$ cat src/rtl/arf_pkg.sv
// Shared constants, write-FSM state type and operand-slot mapping for the ARF front end.
package arf_pkg;

    localparam int ARF_DATA_W = 16;
    localparam int ARF_N_MUL1 = 8;

    typedef enum logic {
        FILL = 1'b0,
        DROP = 1'b1
    } wr_state_t;

    // Frame slot feeding first-level multiplier mul (1-based), input in_sel (0/1).
    function automatic int slot(input int mul, input int in_sel);
        return 2 * (mul - 1) + in_sel;
    endfunction

endpackage

$ cat src/rtl/arf_frame_bank.sv
// One frame of operand words: single write port, every word readable in parallel.
module arf_frame_bank #(
    parameter int DATA_W = 16,
    parameter int N_OPS  = 16,
    parameter int AW     = $clog2(N_OPS)
) (
    input  logic                      clk,
    input  logic                      rst_n,
    input  logic                      i_we,
    input  logic [AW-1:0]             i_addr,
    input  logic [DATA_W-1:0]         i_wdata,
    output logic [N_OPS*DATA_W-1:0]   o_data
);

    logic [DATA_W-1:0] r_mem [N_OPS];

    always_ff @(posedge clk or negedge rst_n) begin
        if (!rst_n) begin
            for (int k = 0; k < N_OPS; k++) begin
                r_mem[k] <= '0;
            end
        end else if (i_we) begin
            r_mem[i_addr] <= i_wdata;
        end
    end

    always_comb begin
        o_data = '0;
        for (int k = 0; k < N_OPS; k++) begin
            o_data[k*DATA_W +: DATA_W] = r_mem[k];
        end
    end

endmodule

$ cat src/rtl/arf_frame_loader.sv
// Double-buffered serial-to-parallel frame loader: s-side words in, whole frames out on m-side.
// Handshakes: a transfer happens on a rising edge where valid && ready; valid never waits on ready.
module arf_frame_loader
    import arf_pkg::*;
#(
    parameter int DATA_W = ARF_DATA_W,
    parameter int N_OPS  = 2 * ARF_N_MUL1,
    parameter int CNT_W  = 16
) (
    input  logic                     clk,
    input  logic                     rst_n,
    input  logic                     s_valid,
    output logic                     s_ready,
    input  logic [DATA_W-1:0]        s_data,
    input  logic                     s_last,
    output logic                     m_valid,
    input  logic                     m_ready,
    output logic [N_OPS*DATA_W-1:0]  m_data,
    output logic                     err_short,
    output logic                     err_long,
    input  logic                     err_clr,
    output logic [CNT_W-1:0]         frame_cnt,
    output wr_state_t                dbg_state
);

    localparam int AW = $clog2(N_OPS);
    localparam logic [AW-1:0] LAST_SLOT = AW'(N_OPS - 1);

    wr_state_t          r_state;
    logic [AW-1:0]      r_wr_cnt;
    logic [1:0]         r_full;
    logic               r_wr_bank;
    logic               r_rd_bank;
    logic               r_err_short;
    logic               r_err_long;
    logic [CNT_W-1:0]   r_frame_cnt;

    wr_state_t          w_state_nxt;
    logic [AW-1:0]      w_cnt_nxt;
    logic               w_s_ready;
    logic               w_we;
    logic               w_set_full;
    logic               w_set_short;
    logic               w_set_long;
    logic               w_drain;
    logic [1:0]         w_full_nxt;
    logic [N_OPS*DATA_W-1:0] w_bank0_data;
    logic [N_OPS*DATA_W-1:0] w_bank1_data;

    always_comb begin
        w_state_nxt = r_state;
        w_cnt_nxt   = r_wr_cnt;
        w_s_ready   = 1'b1;
        w_we        = 1'b0;
        w_set_full  = 1'b0;
        w_set_short = 1'b0;
        w_set_long  = 1'b0;
        case (r_state)
            FILL: begin
                w_s_ready = !r_full[r_wr_bank];
                if (s_valid && w_s_ready) begin
                    w_we = 1'b1;
                    if (r_wr_cnt == LAST_SLOT) begin
                        w_cnt_nxt = '0;
                        if (s_last) begin
                            w_set_full = 1'b1;
                        end else begin
                            w_set_long  = 1'b1;
                            w_state_nxt = DROP;
                        end
                    end else if (s_last) begin
                        w_cnt_nxt   = '0;
                        w_set_short = 1'b1;
                    end else begin
                        w_cnt_nxt = r_wr_cnt + AW'(1);
                    end
                end
            end
            DROP: begin
                if (s_valid && s_last) begin
                    w_state_nxt = FILL;
                end
            end
            default: w_state_nxt = FILL;
        endcase
    end

    // A bank cannot complete and drain in the same cycle, so both updates are independent.
    always_comb begin
        w_drain    = r_full[r_rd_bank] && m_ready;
        w_full_nxt = r_full;
        if (w_drain)    w_full_nxt[r_rd_bank] = 1'b0;
        if (w_set_full) w_full_nxt[r_wr_bank] = 1'b1;
    end

    always_ff @(posedge clk or negedge rst_n) begin
        if (!rst_n) begin
            r_state     <= FILL;
            r_wr_cnt    <= '0;
            r_full      <= '0;
            r_wr_bank   <= 1'b0;
            r_rd_bank   <= 1'b0;
            r_err_short <= 1'b0;
            r_err_long  <= 1'b0;
            r_frame_cnt <= '0;
        end else begin
            r_state  <= w_state_nxt;
            r_wr_cnt <= w_cnt_nxt;
            r_full   <= w_full_nxt;
            if (w_set_full) r_wr_bank <= !r_wr_bank;
            if (w_drain) begin
                r_rd_bank   <= !r_rd_bank;
                r_frame_cnt <= r_frame_cnt + CNT_W'(1);
            end
            // A new error outranks a coincident clear.
            if (w_set_short)  r_err_short <= 1'b1;
            else if (err_clr) r_err_short <= 1'b0;
            if (w_set_long)   r_err_long  <= 1'b1;
            else if (err_clr) r_err_long  <= 1'b0;
        end
    end

    arf_frame_bank #(.DATA_W(DATA_W), .N_OPS(N_OPS), .AW(AW)) u_bank0 (
        .clk     (clk),
        .rst_n   (rst_n),
        .i_we    (w_we && !r_wr_bank),
        .i_addr  (r_wr_cnt),
        .i_wdata (s_data),
        .o_data  (w_bank0_data)
    );

    arf_frame_bank #(.DATA_W(DATA_W), .N_OPS(N_OPS), .AW(AW)) u_bank1 (
        .clk     (clk),
        .rst_n   (rst_n),
        .i_we    (w_we && r_wr_bank),
        .i_addr  (r_wr_cnt),
        .i_wdata (s_data),
        .o_data  (w_bank1_data)
    );

    assign s_ready   = w_s_ready;
    assign m_valid   = r_full[r_rd_bank];
    assign m_data    = r_rd_bank ? w_bank1_data : w_bank0_data;
    assign err_short = r_err_short;
    assign err_long  = r_err_long;
    assign frame_cnt = r_frame_cnt;
    assign dbg_state = r_state;

endmodule
$ cat config.mk
export PLATFORM = sky130hd
export DESIGN_NAME = arf_frame_loader
export DESIGN_NICKNAME = d
export VERILOG_FILES = /design/src/rtl/arf_pkg.sv /design/src/rtl/arf_frame_bank.sv /design/src/rtl/arf_frame_loader.sv
export SDC_FILE = /design/constraint.sdc
export NUM_CORES = 1
export LEC_CHECK = 0
export BUFFER_PORTS_ARGS = -buffer_cell sky130_fd_sc_hd__buf_4
export CAP_MARGIN = 20
export CORE_UTILIZATION = 50
export CTS_BUF_LIST = sky130_fd_sc_hd__clkbuf_8 sky130_fd_sc_hd__clkbuf_16
export CTS_CLUSTER_DIAMETER = 60
export DETAILED_ROUTE_END_ITERATION = 8
export PLACE_DENSITY_LB_ADDON = 0.05
export SETUP_SLACK_MARGIN = 0.02
export SLEW_MARGIN = 20
export SYNTH_ARGS = -nofsm -noshare
export SYNTH_HDL_FRONTEND = slang
export SYNTH_SLANG_ARGS = --single-unit
$ cat constraint.sdc
create_clock -name clk -period 2.4 [get_ports clk]
set_input_delay 0.72 -clock clk [delete_from_list [all_inputs] [get_ports clk]]
set_output_delay 0.72 -clock clk [all_outputs]
set_load 0.02 [all_outputs]
---- Yosys cells after proc, flatten, opt, wreduce, memory -nomap -nowiden ----
Index checks and enable logic that the tools add are counted.
word-level totals
  register bits ........................... 539
  latch bits .............................. 0
  memory bits (writable) .................. 0
  ROM bits ................................ 0
  input bits .............................. 22
  output and inout port bits .............. 277
  word-level logic and storage cells ...... 104
  memories ................................ 0
operators by class
  add/sub/neg operators ................... 2
  multipliers ............................. 0
  divide/modulo/power cells ............... 0
  $lt $le $gt $ge ......................... 6
  equal/unequal tests ..................... 1
  shift-type cells ........................ 0
  multiplexer cells ....................... 36
  bitwise gates (word level) .............. 5
  reduce and logical (&&, ||, !) cells .... 14
operators with widths
  operator                                                                      count
  256-bit bitwise mux                                                           2
  256-bit 2-to-1 mux                                                            1
  16-bit demux with 4-bit select                                                1
  1-bit 2-to-1 mux                                                              24
  16-bit by 1-bit adder with 16-bit output, second input constant               1
  16-bit 2-to-1 mux                                                             1
  1-bit logical AND                                                             8
  4-bit 2-to-1 mux                                                              2
  5-bit greater-or-equal comparator, second input constant                      1
  5-bit by 1-bit less-than comparator with 1-bit output, second input constant  1
  4-bit NOT with 5-bit output                                                   1
  4-bit by 1-bit adder with 4-bit output, second input constant                 1
  4-bit equality test, second input constant                                    1
  1-bit by 2-bit less-than comparator with 1-bit output, second input constant  2
  2-bit 2-to-1 mux                                                              2
  2-bit nonzero test                                                            2
  1-bit zero test                                                               3
  2-bit AND                                                                     1
  1-bit demux with 1-bit select                                                 2
  1-bit greater-or-equal comparator, second input constant                      2
  2-bit NOT                                                                     1
  2-bit OR                                                                      1
  1-bit one-hot mux with 2 select lines                                         1
  2-bit AND reduction                                                           1
  1-bit NOT                                                                     1

---- Depth between registers and ports, before layout ----
Gate-level depths: netlist (run 1).
  depth after elaboration ................. 9
  depth in mapped cells ................... 7
  gate-level depth less buffers ........... 5

---- Hierarchy ----
From an unflattened synthesis (run 1), not the netlist that was laid out.
second synthesis, totals
  cells, all modules ...................... 1,545
  area total of the unflattened synthesis .. 23,862.9 sq um
modules (own cells, without submodules)
  module            times used  cells each  area each (sq um)  sequential area each (sq um)
  arf_frame_bank    2           573         9,795.6            6,406.1
  arf_frame_loader  1           399         4,271.6            675.6

---- Worst setup path before layout (run 1) ----
OpenSTA, ideal clock, no wires.
  kind .................................... reg2out
  start point ............................. register r_rd_bank
  end point ............................... output m_data[100]
  arrival time ............................ 1.610 ns
  path slack .............................. 0.070 ns
  stages on the path, launching flop included .. 5
  path buffers ............................ 3
  path through ............................ dfrtp_1 > clkbuf_1 > clkbuf_1 > clkbuf_1 > mux2_2
on the way
  longest elaborated chain between the ends .. 1
ends and longest elaborated chain
  element                   RTL line                 RTL
  start: declaration        arf_frame_loader.sv:33   logic r_rd_bank;
  start signal: assignment  arf_frame_loader.sv:112  r_rd_bank <= !r_rd_bank;
  256-bit 2-to-1 mux        arf_frame_loader.sv:143  assign m_data = r_rd_bank ? w_bank1_data : w_bank0_data;
  end: declaration          arf_frame_loader.sv:18   output logic [N_OPS*DATA_W-1:0] m_data,
Every way passes these cells.

---- Final worst setup path (run 1) ----
  start point ............................. register r_rd_bank
  end point ............................... output m_data[245]
Same word-level chain as after synthesis.

==> flow_summary.html, run 1 <==
<table>
<tr><th>Metric</th><th>Value</th></tr>
<tr><th colspan="2">Outcome</th></tr>
<tr><td>Outcome</td><td>complete, but fails checks</td></tr>
<tr><td>Violated checks</td><td>setup timing</td></tr>
<tr><th colspan="2">Worst hold path</th></tr>
<tr><td>Type of the tightest min-delay check</td><td>in2async</td></tr>
<tr><th colspan="2">Worst setup path</th></tr>
<tr><td>CP Capture Type</td><td>primary output</td></tr>
<tr><td>Delay contributed by the slowest stage of the critical path</td><td>between 500 and 600 ps</td></tr>
<tr><td>Critical-path cell list</td><td>buf_4 &gt; bufbuf_16 &gt; mux2_4 &gt; buf_4</td></tr>
<tr><td>Type of origin of the critical path</td><td>flip-flop</td></tr>
<tr><td>Critical-path top delay cell</td><td>sky130_fd_sc_hd__dfrtp_4</td></tr>
<tr><td>Worst Setup Path Type</td><td>reg2out</td></tr>
<tr><td>Peak fanout along the critical path</td><td>12</td></tr>
<tr><td>Data arrival time at the worst-slack endpoint</td><td>2030 ps</td></tr>
<tr><td>Most used cell along the critical path</td><td>sky130_fd_sc_hd__buf_4</td></tr>
<tr><td>Required time of the critical path</td><td>between 1500 and 2000 ps</td></tr>
<tr><th colspan="2">Die</th></tr>
<tr><td>Y dimension of the die</td><td>approximately 220 um</td></tr>
<tr><td>Cell Rows</td><td>79</td></tr>
<tr><td>Die Area</td><td>between 40000 and 50000 um^2</td></tr>
<tr><td>Die width</td><td>~220 um</td></tr>
<tr><td>Core region area</td><td>46500 um^2</td></tr>
<tr><td>I/O pins</td><td>299</td></tr>
<tr><td>Initial standard-cell utilization of the core</td><td>0.506</td></tr>
<tr><th colspan="2">STA</th></tr>
<tr><td>Slew Limit Fails</td><td>0</td></tr>
<tr><td>Achievable clock frequency</td><td>about 360 MHz</td></tr>
<tr><td>PnR worst setup slack</td><td>-354 ps</td></tr>
<tr><td>Worst Max-Slew Pin Slew</td><td>roughly 600 ps</td></tr>
<tr><td>Unrepaired setup endpoints after global routing</td><td>yes</td></tr>
<tr><td>Number of endpoints failing setup at the final stage</td><td>between 200 and 300</td></tr>
<tr><td>Setup clock skew after layout</td><td>about 21 ps</td></tr>
<tr><td>Tightest slew margin relative to the limit</td><td>0.597</td></tr>
<tr><td>Hold WS</td><td>just over 40 ps</td></tr>
<tr><td>Final period util</td><td>1.15</td></tr>
<tr><td>Hold Violations, Final</td><td>0</td></tr>
<tr><td>Final critical delay including setup and external delays</td><td>2750 ps</td></tr>
<tr><th colspan="2">Logic synthesis</th></tr>
<tr><td>Area share of the largest cell type after synthesis</td><td>0.574</td></tr>
<tr><td>Most used standard cell by instance count after synthesis</td><td>sky130_fd_sc_hd__mux2_2</td></tr>
<tr><td>Number of nets in the synthesized netlist</td><td>between 1500 and 2000</td></tr>
<tr><td>Most instantiated flip-flop cell in the synthesis netlist</td><td>sky130_fd_sc_hd__dfrtp_1</td></tr>
<tr><td>Unique masters post-synth</td><td>40</td></tr>
<tr><td>Cell types with the largest area share after synthesis</td><td>sky130_fd_sc_hd__dfrtp_1 57%, sky130_fd_sc_hd__mux2_2 33%, sky130_fd_sc_hd__mux2_1 3.4%</td></tr>
<tr><td>Average cell area after synthesis</td><td>15.1 um^2</td></tr>
<tr><td>Dominant cell type by area after synthesis</td><td>sky130_fd_sc_hd__dfrtp_1</td></tr>
<tr><td>Post-synth EDFFs</td><td>0</td></tr>
<tr><td>Asr flop ratio synth</td><td>1.00</td></tr>
<tr><td>Number of synthesized register bits</td><td>539</td></tr>
<tr><td>Cells after synthesis</td><td>approximately 1600</td></tr>
<tr><td>Cell area after technology mapping</td><td>between 20000 and 25000 um^2</td></tr>
<tr><td>Yosys synthesis warning count</td><td>0</td></tr>
<tr><td>Commonest cells in the netlist</td><td>697 x sky130_fd_sc_hd__mux2_2, 539 x sky130_fd_sc_hd__dfrtp_1, 88 x sky130_fd_sc_hd__clkbuf_1, 72 x sky130_fd_sc_hd__mux2_1, 28 x sky130_fd_sc_hd__buf_2</td></tr>
<tr><td>Fraction of the yosys area taken by sequential cells</td><td>0.574</td></tr>
<tr><th colspan="2">GRT</th></tr>
<tr><td>Pin count of the biggest net entering global routing</td><td>85</td></tr>
<tr><td>Global route total overflow</td><td>0</td></tr>
<tr><td>Antenna violations before repair</td><td>0</td></tr>
<tr><td>Met2 track utilization from global routing</td><td>0.394</td></tr>
<tr><td>GR met3 Demand/Resource</td><td>0.0463</td></tr>
<tr><td>Wire length of the first global-routing pass</td><td>about 90 mm</td></tr>
<tr><td>Global-route track usage on met1</td><td>0.338</td></tr>
<tr><td>Global-route layer with the greatest usage</td><td>met2</td></tr>
<tr><td>Overall track demand over capacity in global routing</td><td>0.245</td></tr>
<tr><td>Via count of the first global-routing pass</td><td>around 15000</td></tr>
<tr><th colspan="2">Routing</th></tr>
<tr><td>Post-route antenna net violation count</td><td>0</td></tr>
<tr><td>Number of optimization iterations in the first detailed-route pass</td><td>6</td></tr>
<tr><td>Drt initial violations</td><td>roughly 700</td></tr>
<tr><td>Detailed-route wire length</td><td>58.4 mm</td></tr>
<tr><td>Number of vias per cell</td><td>5.50</td></tr>
<tr><td>Wire length per cell after detailed routing</td><td>roughly 23 um</td></tr>
<tr><td>Remaining routing DRC violations</td><td>0</td></tr>
<tr><td>Vias post-DR</td><td>approximately 14000</td></tr>
<tr><th colspan="2">Final layout</th></tr>
<tr><td>Layout cell share with drive strength beyond 1</td><td>0.620</td></tr>
<tr><td>Growth of design area from synthesis to finish</td><td>27.1%</td></tr>
<tr><td>Final non-filler cell area</td><td>roughly 30000 um^2</td></tr>
<tr><td>Number of nets in the layout</td><td>around 1900</td></tr>
<tr><td>Count of inserted antenna diode cells</td><td>0</td></tr>
<tr><td>Number of inserted filler cells in the final layout</td><td>roughly 3500</td></tr>
<tr><td>Final design utilization</td><td>0.643</td></tr>
<tr><th colspan="2">Clock network</th></tr>
<tr><td>Sink Count</td><td>approximately 540</td></tr>
<tr><td>CTS max path bufs</td><td>3</td></tr>
<tr><td>Clock H-tree levels</td><td>2</td></tr>
<tr><td>CTS clk-pin slew, worst paths</td><td>about 60 ps</td></tr>
<tr><td>Cts bufs inserted</td><td>57</td></tr>
<tr><td>Clock tree from TritonCTS</td><td>done</td></tr>
<tr><td>Cell at the root of the clock tree</td><td>sky130_fd_sc_hd__clkbuf_16</td></tr>
<tr><td>Clock Latency Late Sink</td><td>610 ps</td></tr>
<tr><th colspan="2">Power</th></tr>
<tr><td>Total power</td><td>roughly 24000 uW</td></tr>
<tr><td>Total power density per cell area</td><td>roughly 800 nW/um^2</td></tr>
<tr><td>Leakage power total</td><td>between 0.015 and 0.02 uW</td></tr>
<tr><td>Worst supply voltage drop on vdd</td><td>0.000704 V</td></tr>
<tr><th colspan="2">Placement</th></tr>
<tr><td>Total placed instance area</td><td>~27000 um^2</td></tr>
<tr><td>Worst setup slack before clock tree synthesis</td><td>between 80 and 90 ps</td></tr>
<tr><td>Post-detail-place hpwl</td><td>around 37 mm</td></tr>
<tr><td>PortBufs</td><td>slightly below 300</td></tr>
<tr><td>GP Congestion</td><td>about 0.77</td></tr>
<tr><th colspan="2">Run</th></tr>
<tr><td>Number of maximum-capacitance violations</td><td>0</td></tr>
</table>
power by group:
part | internal (uW) | switching, uW | total [uW] | leakage, uW
sequential | 9870 | 397 | 10300 | 0.00736
combinational | 2560 | 2460 | 5020 | 0.00701
clock | 5100 | 3550 | 8650 | 0.000969
total | 17500 | 6400 | 23900 | 0.0153
cell usage in the layout (no fill, tap or decap), drive strengths merged:
cell type and count:
a31oi 2, and3b 1, and4bb 1, ha 5, a21oi 4, nand3 12
a21o 2, dfrtp 539, nand2b 3, mux2i 2, and3 3, inv 20
o31ai 1, nor3 2, clkinvlp 1, bufbuf 1, a32o 2, clkinv 9
o21ai 5, clkbuf 74, nand4 5, bufinv 3, or2 1, nand2 33
xor2 3, mux2 769, o2bb2ai 1, nand3b 3, nor2b 3, nor4b 1
nand4b 1, xnor2 12, nor2 7, buf 386, and2 7, nor3b 3
nor4 1
final timing paths:
check	start	endpoint	slack, ps	cells after the start
max	r_rd_bank	m_data[245]	-350	4
min	rst_n	u_bank1.o_data[171]	40	1
max reg2reg	r_rd_bank	frame_cnt[13]	320	7
min reg2reg	u_bank0.o_data[218]	u_bank0.o_data[218]	490	1
max in group asynchronous	rst_n	u_bank1.o_data[70]	1510	2
min in group clk	s_valid	dbg_state	350	2
metal layers:
layer / part of all wire / wire [um]
met4: 0.021 / 1220
met1: 0.45 / 26500
met5: 0 / 0
met2: 0.48 / 28000
met3: 0.048 / 2780
through the flow:
stage | setup TNS, ps | instances
finish | -70390 | 2535
detailed placement | 0 | 2417
floorplan | 0 | 1562
CTS | -85990 | 2528
global route | -83710 | 2535
global placement | 0 | 2417
sequential cells by signal (all words and copies together) (netlist names):
signal and flops:
r_rd_bank 1, u_bank0.o_data 256, r_wr_cnt 4, dbg_state 1
frame_cnt 16, err_short 1, u_bank1.o_data 256, r_wr_bank 1
err_long 1, r_full 2
critical path, delay by kind of cell (launching register included):
kind / cells / cell delay [ps]
buf+inv: 3 / 600
flops: 1 / 520
mux: 1 / 320
logic make-up (layout without fill, tap and decap cells):
kind of cell             after synthesis  count (layout)  share of synthesized area
buffers and inverters                128             494                     0.0230
flip-flops                           539             539                      0.574
multiplexers                         771             771                      0.369
AND/OR/NAND/NOR                       87              87                     0.0215
adder cells (fa/ha/maj)                5               5                    0.00266
AO/OA/AOI/OAI                         17              17                    0.00463
XOR/XNOR                              15              15                    0.00559
timing repair:
action,4_1_cts,5_1_grt
cloned,4,3
hold buffers,0,0
pin swaps,0,0
setup buffers,8,5
resized for setup,84,91
setup endpoints to repair,258,258
cell type report:
type | instances | area (um^2) | area share
repair buffers | 390 | 3990 | 0.134
multi-input cells | 895 | 9770 | 0.327
well taps | 607 | 759 | 0.0254
clock buffers | 71 | 1640 | 0.0549
inverters | 5 | 18.8 | 0.000628
clock inverters | 28 | 209 | 0.00699
flip-flops and latches | 539 | 13500 | 0.451
No activity file was read; power rests on OpenSTA's default activity.
==> run 2: changes to the inputs <==
--- a/config.mk
+++ b/config.mk
@@ -13,6 +13,7 @@
 export DETAILED_ROUTE_END_ITERATION = 8
 export PLACE_DENSITY_LB_ADDON = 0.05
 export SETUP_SLACK_MARGIN = 0.02
+export SKIP_CTS_REPAIR_TIMING = 1
 export SLEW_MARGIN = 20
 export SYNTH_ARGS = -nofsm -noshare
 export SYNTH_HDL_FRONTEND = slang
==> flow_summary.html, run 2 (same netlist as run 1, synthesis figures left out) <==
<table>
<tr><th>Metric</th><th>Value</th></tr>
<tr><th colspan="2">Final layout</th></tr>
<tr><td>Most used cells in the layout excluding fill and tap cells</td><td>655 x sky130_fd_sc_hd__mux2_2, 538 x sky130_fd_sc_hd__dfrtp_1, 244 x sky130_fd_sc_hd__buf_4</td></tr>
<tr><td>Growth of design area from synthesis to finish</td><td>27.4%</td></tr>
<tr><td>Number of nets in the layout</td><td>1926 (+0.57%)</td></tr>
<tr><td>Final design utilization</td><td>0.645 (+0.00162)</td></tr>
<tr><td>Area taken by flip-flops and latches</td><td>13500 um^2 (unchanged)</td></tr>
<tr><td>Count of inserted antenna diode cells</td><td>0 (unchanged)</td></tr>
<tr><td>Most common cell after layout, fill and taps aside</td><td>sky130_fd_sc_hd__mux2_2</td></tr>
<tr><td>Combined area of the multi-input logic cells</td><td>9670 um^2 (-1.1%)</td></tr>
<tr><td>Final Non-Filler Cells</td><td>2546 (+0.43%)</td></tr>
<tr><td>Number of inserted filler cells in the final layout</td><td>3532 (+0.028%)</td></tr>
<tr><td>Layout cell share with drive strength beyond 1</td><td>0.621 (+0.00164)</td></tr>
<tr><th colspan="2">Die</th></tr>
<tr><td>Die width</td><td>219 um (unchanged)</td></tr>
<tr><td>Initial standard-cell utilization of the core</td><td>0.506 (unchanged)</td></tr>
<tr><td>Core region area</td><td>46500 um^2 (unchanged)</td></tr>
<tr><td>I/O pins</td><td>299 (unchanged)</td></tr>
<tr><td>Cell Rows</td><td>79 (unchanged)</td></tr>
<tr><td>Y dimension of the die</td><td>219 um (unchanged)</td></tr>
<tr><td>Die Area</td><td>47900 um^2 (unchanged)</td></tr>
<tr><th colspan="2">STA</th></tr>
<tr><td>Achievable clock frequency</td><td>359 MHz (-1.1%)</td></tr>
<tr><td>Unrepaired setup endpoints after global routing</td><td>yes</td></tr>
<tr><td>Final period util</td><td>1.16 (+0.0125)</td></tr>
<tr><td>Setup clock skew after layout</td><td>24.2 ps (+2.93 ps)</td></tr>
<tr><td>PnR worst setup slack</td><td>-384 ps (-30.0 ps)</td></tr>
<tr><td>Hold Violations, Final</td><td>0 (unchanged)</td></tr>
<tr><td>Slew Limit Fails</td><td>0 (unchanged)</td></tr>
<tr><td>Number of endpoints failing setup at the final stage</td><td>258 (unchanged)</td></tr>
<tr><td>Final critical delay including setup and external delays</td><td>2780 ps (+30.0 ps)</td></tr>
<tr><td>Worst Max-Slew Pin Slew</td><td>597 ps (-7.14 ps)</td></tr>
<tr><td>Tightest slew margin relative to the limit</td><td>0.601 (+0.00477)</td></tr>
<tr><td>Hold WS</td><td>36.7 ps (-3.51 ps)</td></tr>
<tr><td>Setup total negative slack</td><td>-76550 ps (-6160 ps)</td></tr>
<tr><th colspan="2">Power</th></tr>
<tr><td>Total power density per cell area</td><td>786 nW/um^2 (-1.9%)</td></tr>
<tr><td>Net Sw Frac</td><td>0.268 (about the same)</td></tr>
<tr><td>Worst supply voltage drop on vdd</td><td>0.000708 V (+0.46%)</td></tr>
<tr><td>Leakage power total</td><td>0.0153 uW (-0.18%)</td></tr>
<tr><td>Internal power consumption</td><td>17200 uW (-1.6%)</td></tr>
<tr><td>Total net switching power</td><td>6310 uW (-1.5%)</td></tr>
<tr><td>Part of the total power dissipated in combinational logic</td><td>0.199 (-0.011)</td></tr>
<tr><td>Clk pwr share</td><td>0.366 (+0.005)</td></tr>
<tr><td>Portion of total power attributed to sequential cells</td><td>0.435 (+0.006)</td></tr>
<tr><th colspan="2">Worst setup path</th></tr>
<tr><td>CP startpoint</td><td>r_rd_bank</td></tr>
<tr><td>Peak fanout along the critical path</td><td>6 (-6)</td></tr>
<tr><td>Start of the worst register-to-register path</td><td>r_wr_cnt[3]</td></tr>
<tr><td>Number of cells on the worst reg-to-reg path</td><td>5 (-2)</td></tr>
<tr><td>Critical-path cell list</td><td>buf_6 &gt; buf_12 &gt; clkbuf_16 &gt; mux2_2 &gt; buf_4</td></tr>
<tr><td>Type of origin of the critical path</td><td>flip-flop</td></tr>
<tr><td>Register-to-register path setup slack</td><td>320 ps (about the same)</td></tr>
<tr><td>Worst flop-to-flop path endpoint</td><td>u_bank0.o_data[69]</td></tr>
<tr><td>Critical-path top delay cell</td><td>sky130_fd_sc_hd__dfrtp_4</td></tr>
<tr><td>Data arrival time at the worst-slack endpoint</td><td>2060 ps (+30 ps)</td></tr>
<tr><td>CP top delay family</td><td>buffers and inverters</td></tr>
<tr><td>Delay contributed by the slowest stage of the critical path</td><td>470 ps (-50 ps)</td></tr>
<tr><td>Required time of the critical path</td><td>1680 ps (about the same)</td></tr>
<tr><td>Number of buffers and inverters on the critical path</td><td>4 (+1)</td></tr>
<tr><td>CP Capture Type</td><td>primary output</td></tr>
<tr><td>Worst Setup Path Type</td><td>reg2out</td></tr>
<tr><th colspan="2">Clock network</th></tr>
<tr><td>Clock H-tree levels</td><td>2 (unchanged)</td></tr>
<tr><td>Cts bufs inserted</td><td>57 (unchanged)</td></tr>
<tr><td>Cell at the root of the clock tree</td><td>sky130_fd_sc_hd__clkbuf_16</td></tr>
<tr><td>Clock Latency Late Sink</td><td>610 ps (about the same)</td></tr>
<tr><td>Sink Count</td><td>539 (unchanged)</td></tr>
<tr><td>CTS clk-pin slew, worst paths</td><td>60 ps (about the same)</td></tr>
<tr><td>Clock tree from TritonCTS</td><td>done</td></tr>
<tr><td>CTS max path bufs</td><td>3 (unchanged)</td></tr>
<tr><th colspan="2">Placement</th></tr>
<tr><td>Worst setup slack before clock tree synthesis</td><td>88.8 ps (unchanged)</td></tr>
<tr><td>Cell count after placement</td><td>2417 (unchanged)</td></tr>
<tr><td>GP Congestion</td><td>0.775 (unchanged)</td></tr>
<tr><td>Post-detail-place hpwl</td><td>37.5 mm (unchanged)</td></tr>
<tr><td>PortBufs</td><td>298 (unchanged)</td></tr>
<tr><th colspan="2">GRT</th></tr>
<tr><td>Pin count of the biggest net entering global routing</td><td>85 (unchanged)</td></tr>
<tr><td>Via count of the first global-routing pass</td><td>14700 (-0.99%)</td></tr>
<tr><td>Antenna violations before repair</td><td>0 (unchanged)</td></tr>
<tr><td>Overall track demand over capacity in global routing</td><td>0.241 (-0.00378)</td></tr>
<tr><td>Wire length of the first global-routing pass</td><td>87.6 mm (-1.5%)</td></tr>
<tr><td>Global route total overflow</td><td>0 (unchanged)</td></tr>
<tr><th colspan="2">Run</th></tr>
<tr><td>Number of maximum-capacitance violations</td><td>0 (unchanged)</td></tr>
<tr><th colspan="2">Outcome</th></tr>
<tr><td>Violated checks</td><td>setup timing</td></tr>
<tr><td>Outcome</td><td>complete, but fails checks</td></tr>
<tr><th colspan="2">Routing</th></tr>
<tr><td>Number of vias per cell</td><td>5.49 (-0.21%)</td></tr>
<tr><td>Remaining routing DRC violations</td><td>0 (unchanged)</td></tr>
<tr><td>Post-route antenna net violation count</td><td>0 (unchanged)</td></tr>
<tr><td>Vias post-DR</td><td>14000 (+0.22%)</td></tr>
<tr><td>Number of optimization iterations in the first detailed-route pass</td><td>4 (-2)</td></tr>
<tr><td>Wire length per cell after detailed routing</td><td>23.0 um (-0.36%)</td></tr>
<tr><td>Detailed-route wire length</td><td>58.5 mm (about the same)</td></tr>
<tr><td>Drt initial violations</td><td>717 (+5.1%)</td></tr>
<tr><th colspan="2">Worst hold path</th></tr>
<tr><td>Type of the tightest min-delay check</td><td>in2async</td></tr>
</table>
run 2: layout make-up:
| type | count | share of cell area |
|---|---|---|
| Multi-Input combinational cell | 895 | 0.323 |
| Tap cell | 607 | 0.0254 |
| Clock buffer | 71 | 0.0548 |
| Sequential cell | 539 | 0.450 |
| Timing Repair Buffer | 401 | 0.139 |
| Clock inverter | 28 | 0.00697 |
| Inverter | 5 | 0.000626 |
run 2: worst max-delay path by stage:
stage,endpoint,depth (start not counted)
6_report,m_data[126],5
5_1_grt,m_data[141],5
4_1_cts,m_data[148],4
3_5_place_dp,u_bank0.o_data[169],6
3_3_place_gp,u_bank0.o_data[141],6
2_1_floorplan,m_data[100],4
run 2: power by group through the flow:
stage / Sequential (uW) / Clock (uW) / Combinational [uW]
floorplan: 10300 / 0 / 2620
global placement: 10400 / 0 / 4540
detailed placement: 10400 / 0 / 4580
CTS: 10200 / 8830 / 4610
global route: 10300 / 9180 / 4980
finish: 10200 / 8620 / 4680
run 2: routing by layer:
metal | GRT usage | wire (um)
met1 | 0.332 | 26500
met3 | 0.0467 | 2640
met2 | 0.387 | 27900
met4 | 0.0704 | 1440
met5 | 0 | 0
run 2: metrics by stage:
stage / instance area [um^2] / total power (uW)
6_report: 30000 / 23500
5_1_grt: 30000 / 24500
4_1_cts: 28900 / 23700
3_5_place_dp: 27100 / 15000
3_3_place_gp: 27100 / 14900
2_1_floorplan: 23500 / 12900
==> run 3: changes to the inputs <==
--- a/config.mk
+++ b/config.mk
@@ -5,6 +5,7 @@
 export SDC_FILE = /design/constraint.sdc
 export NUM_CORES = 1
 export LEC_CHECK = 0
+export ABC_CLOCK_PERIOD_IN_PS = 2400
 export BUFFER_PORTS_ARGS = -buffer_cell sky130_fd_sc_hd__buf_4
 export CAP_MARGIN = 20
 export CORE_UTILIZATION = 50
@@ -12,6 +13,7 @@
 export CTS_CLUSTER_DIAMETER = 60
 export DETAILED_ROUTE_END_ITERATION = 8
 export PLACE_DENSITY_LB_ADDON = 0.05
+export RECOVER_POWER = 50
 export SETUP_SLACK_MARGIN = 0.02
 export SKIP_CTS_REPAIR_TIMING = 1
 export SLEW_MARGIN = 20
==> flow_summary.html, run 3 (same netlist as run 1, synthesis figures left out) <==
<table>
<tr><th>Metric</th><th>Value</th></tr>
<tr><th colspan="2">Routing</th></tr>
<tr><td>Met3 routed WL</td><td>2.67 mm (+1.0%)</td></tr>
<tr><td>Vias post-DR</td><td>14000 (+0.48%)</td></tr>
<tr><td>Number of vias per cell</td><td>5.52 (+0.48%)</td></tr>
<tr><td>Detailed-route wire length</td><td>58.5 mm (+0.10%)</td></tr>
<tr><td>Drt initial violations</td><td>758 (+5.7%)</td></tr>
<tr><td>Highest metal layer used by the detailed router</td><td>met4</td></tr>
<tr><td>Post-route antenna net violation count</td><td>0 (unchanged)</td></tr>
<tr><td>Total routed wire length on the met1 layer</td><td>26.3 mm (-0.76%)</td></tr>
<tr><td>Remaining routing DRC violations</td><td>0 (unchanged)</td></tr>
<tr><td>Wire length per cell after detailed routing</td><td>23.0 um (+0.10%)</td></tr>
<tr><td>Detail Route met2 WL</td><td>28.2 mm (+0.78%)</td></tr>
<tr><td>Number of optimization iterations in the first detailed-route pass</td><td>5 (+1)</td></tr>
<tr><th colspan="2">STA</th></tr>
<tr><td>Unrepaired setup endpoints after global routing</td><td>yes</td></tr>
<tr><td>Hold WS</td><td>358 ps (+322 ps)</td></tr>
<tr><td>Final period util</td><td>1.16 (+0.00290)</td></tr>
<tr><td>Worst Max-Slew Pin Slew</td><td>1210 ps (+609 ps)</td></tr>
<tr><td>PnR worst setup slack</td><td>-391 ps (-6.96 ps)</td></tr>
<tr><td>Slew Limit Fails</td><td>0 (unchanged)</td></tr>
<tr><td>Achievable clock frequency</td><td>358 MHz (-0.25%)</td></tr>
<tr><td>Final critical delay including setup and external delays</td><td>2790 ps (+6.96 ps)</td></tr>
<tr><td>Setup clock skew after layout</td><td>22.6 ps (-1.56 ps)</td></tr>
<tr><td>Tightest slew margin relative to the limit</td><td>0.196 (-0.405)</td></tr>
<tr><td>Hold Violations, Final</td><td>0 (unchanged)</td></tr>
<tr><td>Number of endpoints failing setup at the final stage</td><td>258 (unchanged)</td></tr>
<tr><th colspan="2">Placement</th></tr>
<tr><td>GP Congestion</td><td>0.775 (unchanged)</td></tr>
<tr><td>Post-detail-place hpwl</td><td>37.5 mm (unchanged)</td></tr>
<tr><td>Worst setup slack before clock tree synthesis</td><td>88.8 ps (unchanged)</td></tr>
<tr><td>Cell count after placement</td><td>2417 (unchanged)</td></tr>
<tr><td>PortBufs</td><td>298 (unchanged)</td></tr>
<tr><th colspan="2">Worst setup path</th></tr>
<tr><td>Critical-path top delay cell</td><td>sky130_fd_sc_hd__dfrtp_4</td></tr>
<tr><td>Critical-path cell list</td><td>buf_6 &gt; buf_12 &gt; buf_16 &gt; mux2_2 &gt; buf_4</td></tr>
<tr><td>Required time of the critical path</td><td>1680 ps (about the same)</td></tr>
<tr><td>Delay contributed by the slowest stage of the critical path</td><td>470 ps (about the same)</td></tr>
<tr><td>Number of buffers and inverters on the critical path</td><td>4 (unchanged)</td></tr>
<tr><td>Worst Setup Path Type</td><td>reg2out</td></tr>
<tr><td>Peak fanout along the critical path</td><td>10 (+4)</td></tr>
<tr><td>Data arrival time at the worst-slack endpoint</td><td>2070 ps (about the same)</td></tr>
<tr><td>CP Capture Type</td><td>primary output</td></tr>
<tr><td>CP top delay family</td><td>buffers and inverters</td></tr>
<tr><td>Type of origin of the critical path</td><td>flip-flop</td></tr>
<tr><th colspan="2">GRT</th></tr>
<tr><td>Overall track demand over capacity in global routing</td><td>0.241 (unchanged)</td></tr>
<tr><td>Antenna violations before repair</td><td>0 (unchanged)</td></tr>
<tr><td>Via count of the first global-routing pass</td><td>14700 (unchanged)</td></tr>
<tr><td>Pin count of the biggest net entering global routing</td><td>85 (unchanged)</td></tr>
<tr><td>Wire length of the first global-routing pass</td><td>87.6 mm (unchanged)</td></tr>
<tr><td>Global route total overflow</td><td>0 (unchanged)</td></tr>
<tr><th colspan="2">Power</th></tr>
<tr><td>Part of the total power dissipated in combinational logic</td><td>0.197 (-0.002)</td></tr>
<tr><td>Worst supply voltage drop on vdd</td><td>0.000709 V (+0.25%)</td></tr>
<tr><td>Leakage power total</td><td>0.0153 uW (-0.36%)</td></tr>
<tr><td>Portion of total power attributed to sequential cells</td><td>0.436 (about the same)</td></tr>
<tr><td>Internal power consumption</td><td>17200 uW (-0.16%)</td></tr>
<tr><td>Total power density per cell area</td><td>789 nW/um^2 (+0.40%)</td></tr>
<tr><td>Total net switching power</td><td>6310 uW (+0.12%)</td></tr>
<tr><td>Clk pwr share</td><td>0.367 (about the same)</td></tr>
<tr><td>Net Sw Frac</td><td>0.268 (+0.000565)</td></tr>
<tr><th colspan="2">Clock network</th></tr>
<tr><td>Clock H-tree levels</td><td>2 (unchanged)</td></tr>
<tr><td>CTS max path bufs</td><td>3 (unchanged)</td></tr>
<tr><td>CTS clk-pin slew, worst paths</td><td>60 ps (about the same)</td></tr>
<tr><td>Cts bufs inserted</td><td>57 (unchanged)</td></tr>
<tr><td>Sink Count</td><td>539 (unchanged)</td></tr>
<tr><td>Cell at the root of the clock tree</td><td>sky130_fd_sc_hd__clkbuf_16</td></tr>
<tr><td>Clock tree from TritonCTS</td><td>done</td></tr>
<tr><td>Clock Latency Late Sink</td><td>610 ps (about the same)</td></tr>
<tr><th colspan="2">Final layout</th></tr>
<tr><td>Final design utilization</td><td>0.642 (-0.00315)</td></tr>
<tr><td>Count of inserted antenna diode cells</td><td>0 (unchanged)</td></tr>
<tr><td>Most used cells in the layout excluding fill and tap cells</td><td>655 x sky130_fd_sc_hd__mux2_2, 538 x sky130_fd_sc_hd__dfrtp_1, 234 x sky130_fd_sc_hd__buf_4</td></tr>
<tr><td>Growth of design area from synthesis to finish</td><td>26.8%</td></tr>
<tr><td>Number of nets in the layout</td><td>1926 (unchanged)</td></tr>
<tr><td>Final Non-Filler Cells</td><td>2546 (unchanged)</td></tr>
<tr><td>Most common cell after layout, fill and taps aside</td><td>sky130_fd_sc_hd__mux2_2</td></tr>
<tr><td>Layout cell share with drive strength beyond 1</td><td>0.620 (-0.00103)</td></tr>
<tr><td>Number of inserted filler cells in the final layout</td><td>3550 (+0.51%)</td></tr>
<tr><th colspan="2">Worst hold path</th></tr>
<tr><td>Type of the tightest min-delay check</td><td>in2reg</td></tr>
<tr><th colspan="2">Die</th></tr>
<tr><td>Y dimension of the die</td><td>219 um (unchanged)</td></tr>
<tr><td>Die Area</td><td>47900 um^2 (unchanged)</td></tr>
<tr><td>Cell Rows</td><td>79 (unchanged)</td></tr>
<tr><td>I/O pins</td><td>299 (unchanged)</td></tr>
<tr><td>Die width</td><td>219 um (unchanged)</td></tr>
<tr><td>Core region area</td><td>46500 um^2 (unchanged)</td></tr>
<tr><td>Initial standard-cell utilization of the core</td><td>0.506 (unchanged)</td></tr>
<tr><th colspan="2">Run</th></tr>
<tr><td>Number of maximum-capacitance violations</td><td>0 (unchanged)</td></tr>
<tr><th colspan="2">Outcome</th></tr>
<tr><td>Outcome</td><td>complete, but fails checks</td></tr>
<tr><td>Violated checks</td><td>setup timing</td></tr>
</table>
## run 3: cell count changes in the layout (fill, tap and decap cells not counted), moves of 2 or more
cell / delta
sky130_fd_sc_hd__clkbuf_2: +12
sky130_fd_sc_hd__buf_4: -10
sky130_fd_sc_hd__buf_12: -8
sky130_fd_sc_hd__buf_2: +2
sky130_fd_sc_hd__clkbuf_1: +2
sky130_fd_sc_hd__clkbuf_4: +2
## run 3: power groups by stage
stage	Sequential, uW	Clock [uW]	Combinational [uW]
after floorplan	10300	0	2620
after global placement	10400	0	4540
after detailed placement	10400	0	4580
after CTS	10200	8830	4610
after global routing	10300	9180	4950
final	10200	8630	4650
## run 3: final cells by class
| type | count | area [um^2] | area share |
|---|---|---|---|
| clock buffer | 71 | 1640 | 0.0551 |
| clock inverter | 28 | 209 | 0.00701 |
| inverter | 5 | 18.8 | 0.000630 |
| multi-input combinational | 895 | 9670 | 0.324 |
| sequential | 539 | 13500 | 0.453 |
| tap | 607 | 759 | 0.0255 |
| timing repair buffer | 401 | 4030 | 0.135 |
## run 3: final timing paths
kind	from	endpoint	slack, ps	depth (start not counted)
setup / recovery	r_rd_bank	m_data[205]	-390	5
hold / removal	s_valid	dbg_state	360	2
setup reg to reg	dbg_state	u_bank0.o_data[174]	350	5
hold reg to reg	u_bank0.o_data[218]	u_bank0.o_data[218]	490	1
max in group asynchronous	rst_n	u_bank1.o_data[226]	270	2
min in group asynchronous	rst_n	u_bank1.o_data[171]	370	1
## run 3: per-layer routing
metal,up-vias,GRT usage
met4,0,0.0704
li1,6230,-
met3,89,0.0467
met2,286,0.387
met5,-,0
met1,7439,0.332
## run 3: through the flow
step	setup TNS, ps	instance area, um^2	total power, uW
after global placement	0	27100	14900
final	-77580	29800	23500
after global routing	-94020	29800	24500
after detailed placement	0	27100	15000
after floorplan	0	23500	12900
after CTS	-88900	28900	23700
